## config.mk

```make
export PLATFORM = sky130hd
export DESIGN_NAME = shift_add_multiplier
export DESIGN_NICKNAME = d
export VERILOG_FILES = /design/src/rtl/shift_add_multiplier.sv
export SDC_FILE = /design/constraint.sdc
export NUM_CORES = 1
export LEC_CHECK = 0
export CORE_MARGIN = 3
export CORE_UTILIZATION = 40
export CTS_BUF_LIST = sky130_fd_sc_hd__clkbuf_4 sky130_fd_sc_hd__clkbuf_8
export DETAILED_ROUTE_END_ITERATION = 6
export PLACE_DENSITY = 0.59
export SYNTH_ARGS = -nofsm -noshare
export SYNTH_HDL_FRONTEND = slang
export SYNTH_SLANG_ARGS = --single-unit
```

## constraint.sdc

```tcl
create_clock -name clk -period 2.5 [get_ports clk]
set_clock_uncertainty 0.2 [all_clocks]
set_input_delay 0.75 -clock clk [delete_from_list [all_inputs] [get_ports clk]]
set_output_delay 0.75 -clock clk [all_outputs]
set_load 0.005 [all_outputs]
```

## src/rtl/shift_add_multiplier.sv

```systemverilog
// Sequential unsigned shift-and-add multiplier, one multiplier bit per ADD/SHIFT pair.
// Optional `MULT_ZERO_SKIP_EN: a zero operand completes straight from IDLE in one cycle.
module shift_add_multiplier #(
    parameter int N = 4
) (
    input  logic           clk,
    input  logic           resetn,
    input  logic           go,
    input  logic [N-1:0]   multiplicand,
    input  logic [N-1:0]   multiplier,
    output logic [2*N-1:0] product,
    output logic           done,
    output logic           busy
);

    localparam int CW = $clog2(N + 1);

    typedef enum logic [1:0] {
        S_IDLE,
        S_ADD,
        S_SHIFT,
        S_DONE
    } state_t;

    state_t state_q, state_d;

    logic [N-1:0]   mcand_q, mcand_d;
    logic [N:0]     acc_q, acc_d;
    logic [N-1:0]   mplr_q, mplr_d;
    logic [CW-1:0]  cnt_q, cnt_d;
    logic [2*N-1:0] product_q, product_d;

    logic [CW-1:0]  cnt_inc;
    logic           last;
    logic [2*N:0]   shifted;
    logic           zero_op;

    always_comb begin
        cnt_inc = cnt_q + CW'(1);
        last    = (cnt_inc == CW'(N));
        shifted = {acc_q, mplr_q} >> 1;
    end

`ifdef MULT_ZERO_SKIP_EN
    assign zero_op = (multiplicand == '0) || (multiplier == '0);
`else
    assign zero_op = 1'b0;
`endif

    always_ff @(posedge clk) begin
        if (!resetn) begin
            state_q <= S_IDLE;
        end else begin
            state_q <= state_d;
        end
    end

    always_comb begin
        state_d = state_q;
        unique case (state_q)
            S_IDLE: begin
                if (go) begin
                    state_d = zero_op ? S_DONE : S_ADD;
                end
            end
            S_ADD:   state_d = S_SHIFT;
            S_SHIFT: state_d = last ? S_DONE : S_ADD;
            S_DONE:  state_d = S_IDLE;
        endcase
    end

    always_comb begin
        done    = (state_q == S_DONE);
        busy    = (state_q != S_IDLE);
        product = product_q;
    end

    // Datapath next-state: {acc, mplr} acts as one 2N+1 bit shift register.
    always_comb begin
        mcand_d   = mcand_q;
        acc_d     = acc_q;
        mplr_d    = mplr_q;
        cnt_d     = cnt_q;
        product_d = product_q;
        unique case (state_q)
            S_IDLE: begin
                if (go) begin
                    mcand_d = multiplicand;
                    mplr_d  = multiplier;
                    acc_d   = '0;
                    cnt_d   = '0;
                    if (zero_op) begin
                        product_d = '0;
                    end
                end
            end
            S_ADD: begin
                if (mplr_q[0]) begin
                    acc_d = {1'b0, acc_q[N-1:0]} + {1'b0, mcand_q};
                end
            end
            S_SHIFT: begin
                acc_d  = shifted[2*N:N];
                mplr_d = shifted[N-1:0];
                cnt_d  = cnt_inc;
                if (last) begin
                    product_d = shifted[2*N-1:0];
                end
            end
            S_DONE: begin
            end
        endcase
    end

    always_ff @(posedge clk) begin
        if (!resetn) begin
            mcand_q   <= '0;
            acc_q     <= '0;
            mplr_q    <= '0;
            cnt_q     <= '0;
            product_q <= '0;
        end else begin
            mcand_q   <= mcand_d;
            acc_q     <= acc_d;
            mplr_q    <= mplr_d;
            cnt_q     <= cnt_d;
            product_q <= product_d;
        end
    end

endmodule

```

* After elaboration in Yosys (flattened, before gate mapping)
Index checks and enable logic that the tools add are counted.
W data, S select, Z words.
** Storage, ports and cells
- Bits of input ports :: 11
- Output and inout bits :: 10
- Register bits after elaboration :: 26
- Logic and storage cells :: 32
** Cells by class
- Add/sub/neg operators :: 2
- Reductions and logical operators :: 8
- Multiplexer cells :: 10
- Eq/ne operators :: 6
** Operators by type and width (number)
- $pmux W5 S3 :: 1
- $mux W5 :: 2
- $pmux W2 S4 :: 1
- $pmux W4 S2 :: 1
- $pmux W3 S2 :: 1
- $reduce_and A2 Y1 :: 3
- $add A4 B4 Y5 :: 1
- $eq A2 B2 Y1 const B :: 2
- $mux W2 :: 2
- $mux W4 :: 1
- $ne A2 B2 Y1 const B :: 2
- $reduce_bool A2 Y1 :: 2
- $add A3 B1 Y3 const B :: 1
- $eq A3 B3 Y1 const B :: 1
- $mux W3 :: 1
- $reduce_and A3 Y1 :: 1
- $reduce_bool A3 Y1 :: 1
- $eq A2 B1 Y1 const B :: 1
- $logic_not A2 Y1 :: 1

* Longest topological paths before layout
- Depth after elaboration :: 4
- Depth in mapped cells :: 7

* Worst setup path before layout
No wires, ideal clock.
- Path kind :: reg-to-reg
- Start :: register state_q[0]
- End :: register acc_q[3]
- Arrival :: 1507 ps
- Clock period less this slack :: 1825 ps
- Library setup time :: 119 ps
- Stages on the path, launching flop included :: 8
- Buffers on the path :: 1
- Path slack :: 675 ps
- Path through :: dfxtp_1 > inv_1 > ha_1 > buf_6 > nor2b_4 > o31a_1 > a21o_1 > o221a_1
** On the way
- Longest elaborated chain between the ends :: 3
- Elaborated cells on any way between the ends :: 8
- Those cells by class :: eq/ne: 4; mux: 1; reduce/logical: 3
** Ends and longest elaborated chain
- start: declaration :: line 25 : state_t state_q, state_d;
- start signal: assignment :: line 54 : state_q <= state_d;
- $eq A2 B1 Y1 (tied with other cells) :: line 85 : unique case (state_q)
- $ne A2 B2 Y1 (no source line) or $reduce_bool A3 Y1 (tied branches)
- $reduce_and A3 Y1 (no source line)
- end signal: assignment :: line 118 : acc_q <= '0;
- end signal: assignment :: line 124 : acc_q <= acc_d;
- end: declaration :: line 28 : logic [N:0] acc_q, acc_d;
Several ways; a longest one is shown, not always the timed one.
A chain may end at the register's enable or synchronous reset.

* Worst setup path after layout
- Start :: register state_q[0]
- End :: output port done
** On the way
- Longest elaborated chain between the ends :: 1
** Ends and longest elaborated chain
- $eq A2 B2 Y1 :: line 73 : done = (state_q == S_DONE);
- end: declaration :: line 12 : output logic done,
No other way between the ends.

==> impl_metrics.xml <==
<?xml version="1.0" encoding="UTF-8"?>
<metrics>
  <group name="setup_path">
    <metric name="worst_reg_to_reg_setup_slack" unit="ns">0.57</metric>
    <metric name="worst_path_max_delay_cell" unit="">sky130_fd_sc_hd__clkdlybuf4s50_1</metric>
    <metric name="cp_slowest_stage_delay" unit="ns">0.53</metric>
    <metric name="worstPathBufferInverterCount" unit="">1</metric>
    <metric name="arrival" unit="ns">1.45</metric>
    <metric name="crit_required" unit="ns">1.55</metric>
    <metric name="critPathKind" unit="">reg -&gt; out</metric>
    <metric name="critPathCaptureType" unit="">output pin</metric>
    <metric name="setup.worst_path.start_class" unit="">flip-flop</metric>
    <metric name="critical_path_peak_fanout" unit="">4</metric>
    <metric name="critical_path.reg2reg.startpoint" unit="">state_q[0]</metric>
    <metric name="reg2reg_depth" unit="">7</metric>
    <metric name="timing.critical_path.max_delay_family" unit="">buffers and inverters</metric>
    <metric name="critical_path.cell_chain" unit="">ha_1, clkdlybuf4s50_1</metric>
    <metric name="reg2reg_to" unit="">acc_q[4]</metric>
  </group>
  <group name="yosys">
    <metric name="area_share_of_the_largest_cell_type_after_synthesis" unit="">0.405</metric>
    <metric name="synth_top_cells_by_area" unit="">sky130_fd_sc_hd__dfxtp_1 (40%), sky130_fd_sc_hd__ha_1 (11%), sky130_fd_sc_hd__a21oi_1 (7.8%)</metric>
    <metric name="synth.cell_area" unit="um2">1290</metric>
    <metric name="synth.distinct_cells" unit="">32</metric>
    <metric name="synth-seq-area-share" unit="">0.405</metric>
    <metric name="syn_nets" unit="">170</metric>
    <metric name="yosys_warnings" unit="">0</metric>
    <metric name="yosysTopAreaCell" unit="">sky130_fd_sc_hd__dfxtp_1</metric>
    <metric name="netlist_instances" unit="">147</metric>
    <metric name="ys_ff_latch" unit="">26</metric>
    <metric name="syn_area_per_cell" unit="um2">8.75</metric>
  </group>
  <group name="timing">
    <metric name="slew_headroom" unit="">0.626</metric>
    <metric name="final.setup.tns" unit="ns">0</metric>
    <metric name="tightest_slew" unit="ns">0.561</metric>
    <metric name="report.final.slew_viol_count" unit="">0</metric>
    <metric name="post-route-period-util" unit="">0.959</metric>
    <metric name="setup_viol_count_final" unit="">0</metric>
    <metric name="finalHoldWorstSlack" unit="ns">0.264</metric>
    <metric name="grt_setup_unrepaired" unit="">no</metric>
    <metric name="finalWorstSetupSlack" unit="ns">0.102</metric>
    <metric name="finalWorstPathRequiredPeriod" unit="ns">2.40</metric>
    <metric name="fmax" unit="GHz">0.417</metric>
    <metric name="hold_vio_cnt_final" unit="">0</metric>
  </group>
  <group name="routing">
    <metric name="routed_wire_length_per_instance" unit="um">12.7</metric>
    <metric name="routed_wl" unit="um">2730</metric>
    <metric name="via_count" unit="">1116</metric>
    <metric name="detail_route.drc_violations" unit="">0</metric>
    <metric name="drt_iter0_markers" unit="">37</metric>
    <metric name="antenna_left" unit="">0</metric>
    <metric name="detail_route.vias_per_cell" unit="">5.19</metric>
    <metric name="dr.pass1.iters" unit="">4</metric>
  </group>
  <group name="hold_path">
    <metric name="hold-path-cell-count" unit="">2</metric>
    <metric name="hold_class" unit="">reg -&gt; reg</metric>
    <metric name="worstHoldStart" unit="">product[0]</metric>
    <metric name="hold_end" unit="">product[0]</metric>
  </group>
  <group name="global_route">
    <metric name="globalRoute.totalOverflow" unit="">0</metric>
    <metric name="grt_pass1_wl" unit="um">4790</metric>
    <metric name="grt_max_degree" unit="">18</metric>
    <metric name="number_of_antenna_violations_at_the_first_check_in_global_routing" unit="">0</metric>
    <metric name="first_global_vias" unit="">1105</metric>
    <metric name="globalRouteTotalUtil" unit="">0.149</metric>
  </group>
  <group name="pwr">
    <metric name="pwr_per_cell_area" unit="nW/um2">676</metric>
    <metric name="seq_power_share" unit="">0.438</metric>
    <metric name="vdd.ir_drop.worst" unit="mV">0.345</metric>
    <metric name="clkPwrFrac" unit="">0.261</metric>
    <metric name="power.switching" unit="uW">340</metric>
    <metric name="p_leak" unit="uW">0.000650</metric>
    <metric name="p_sw_frac" unit="">0.309</metric>
    <metric name="power_frac_comb" unit="">0.301</metric>
    <metric name="cell_internal_power" unit="uW">758</metric>
  </group>
  <group name="cells_and_area">
    <metric name="antennaDiodeCount" unit="">0</metric>
    <metric name="final_nets" unit="">197</metric>
    <metric name="area.growth.synth_to_final" unit="%">26.4</metric>
    <metric name="post_layout_nonfiller_instances" unit="">215</metric>
    <metric name="finished_layout_cell_area" unit="um2">1630</metric>
    <metric name="final_layout_size_suffix_gt1_frac" unit="">0.0983</metric>
  </group>
  <group name="place">
    <metric name="buffer_ports.inserted" unit="">20</metric>
    <metric name="post_dp_cell_area" unit="um2">1550</metric>
    <metric name="dp_hpwl" unit="um">2080</metric>
    <metric name="placement.setup.worst_slack" unit="ns">0.177</metric>
    <metric name="place.detailed.instances" unit="">209</metric>
    <metric name="gpl.final_weighted_congestion" unit="">0.884</metric>
  </group>
  <group name="die">
    <metric name="die_area" unit="um2">3930</metric>
    <metric name="die_x" unit="um">62.7</metric>
    <metric name="initial_core_util" unit="">0.443</metric>
    <metric name="design.portCount" unit="">21</metric>
    <metric name="die_y" unit="um">62.7</metric>
    <metric name="number_of_placement_rows" unit="">19</metric>
    <metric name="core-area" unit="um2">2900</metric>
  </group>
  <group name="cts">
    <metric name="cts_max_level" unit="">1</metric>
    <metric name="clk-insertion-delay-late" unit="ns">0.32</metric>
    <metric name="clk_transition_reported_paths" unit="ns">0.14</metric>
    <metric name="cts_buffers" unit="">3</metric>
    <metric name="cts-root-buf" unit="">sky130_fd_sc_hd__clkbuf_4</metric>
    <metric name="tritoncts" unit="">done</metric>
    <metric name="cts-root-to-sink-buffers" unit="">2</metric>
    <metric name="tritoncts_num_sinks" unit="">26</metric>
  </group>
  <group name="status">
    <metric name="run_status" unit="">complete, no violations</metric>
  </group>
  <group name="job">
    <metric name="maxcap_viol_count" unit="">0</metric>
  </group>
</metrics>
area by class of cell:
| type | instances | area [um2] |
|---|---|---|
| clock buffer | 3 | 22.5 |
| clock inverter | 1 | 30.0 |
| fill | 291 | 1270 |
| inverter | 6 | 22.5 |
| multi-input combinational | 109 | 712 |
| sequential | 26 | 523 |
| tap | 42 | 52.6 |
| timing repair buffer | 28 | 263 |
timing repair:
| action | 4_1_cts | 5_1_grt |
|---|---|---|
| setup endpoints to repair | 2 | 1 |
| gates resized for setup | 2 | 1 |
| setup buffers | 2 | 0 |
| cloned | 0 | 0 |
| hold buffers | 0 | 0 |
how the worst max path moves through the flow:
stage / to / slack [ns] / start / cells past startpoint
after global placement: acc_q[3] / 0.20 / go / 5
after CTS: busy / 0.006 / state_q[0] / 4
final: done / 0.10 / state_q[0] / 2
after floorplan: acc_q[3] / 0.67 / state_q[0] / 7
after detailed placement: cnt_q[1] / 0.18 / go / 5
after global routing: done / 0.04 / state_q[1] / 2
sequential cells by signal (all words and copies together), names as in the netlist:
name,cells
acc_q,5
mcand_q,4
cnt_q,3
product,8
state_q,2
mplr_q,4
power by group through the flow:
stage               Combinational (uW)  Clock (uW)  Sequential (uW)
floorplan                          225           0              484
global placement                   305           0              490
detailed placement                 315           0              491
CTS                                330         297              480
global route                       372         316              486
finish                             331         287              481
cells in the final DEF (no fill, tap or decap), types with 3 or more instances in the layout:
cell type                         count
sky130_fd_sc_hd__nor2_1               8
sky130_fd_sc_hd__a21oi_1             20
sky130_fd_sc_hd__mux2i_1              4
sky130_fd_sc_hd__ha_1                11
sky130_fd_sc_hd__nand2_1             20
sky130_fd_sc_hd__inv_1                6
sky130_fd_sc_hd__clkbuf_4             3
sky130_fd_sc_hd__buf_4                8
sky130_fd_sc_hd__a211oi_1             5
sky130_fd_sc_hd__nand3_1             16
sky130_fd_sc_hd__clkdlybuf4s50_1     19
sky130_fd_sc_hd__dfxtp_1             24
sky130_fd_sc_hd__a22o_1               3
per-stage QoR:
step	util	power, uW
floorplan	-	709
global placement	0.535	796
detailed placement	0.535	806
CTS	0.560	1110
global route	0.560	1170
finish	0.560	1100
cell families (layout without fill, tap and decap cells):
group                      count (synthesis)  in the layout  synth area share
DFF                                       26             26             0.405
muxes                                      5              5            0.0399
adders and majority gates                 12             12             0.123
AOI/OAI and AO/OA                         37             37             0.186
and+or+nand+nor                           54             54             0.198
buffers and inverters                     12             38            0.0418
xor gates and xnor gates                   1              1           0.00681
cell usage after synthesis (all sizes together):
cell and number:
ha 11, nor3 2, xor2 1, o21ai 1, o2111ai 1, and3 1, buf 1, a21oi 20
nor2b 3, nand2 20, dfxtp 26, mux2i 4, and4 1, clkbuf 5, a22o 3, nand3 16
mux2 1, o31a 1, a32oi 1, fa 1, inv 6, a21o 1, a211oi 5, nand2b 2
a2bb2oi 1, o221a 1, o21a 1, nor2 9, a311oi 1
routing by layer:
metal | up-vias | wire length (um) | GRT usage
met4 | 0 | 24 | 0.0413
met1 | 514 | 1340 | 0.201
met2 | 20 | 1280 | 0.246
met5 | - | 0 | 0
li1 | 578 | - | -
met3 | 4 | 86 | 0.0216
tightest hold or removal path, delay by kind of cell, from the launching register on:
family           cells  cell delay [ns]
AND/OR/NAND/NOR      1             0.05
flip-flops           1             0.34
AO/OA/AOI/OAI        1             0.05
No activity file was read; power rests on OpenSTA's default activity.
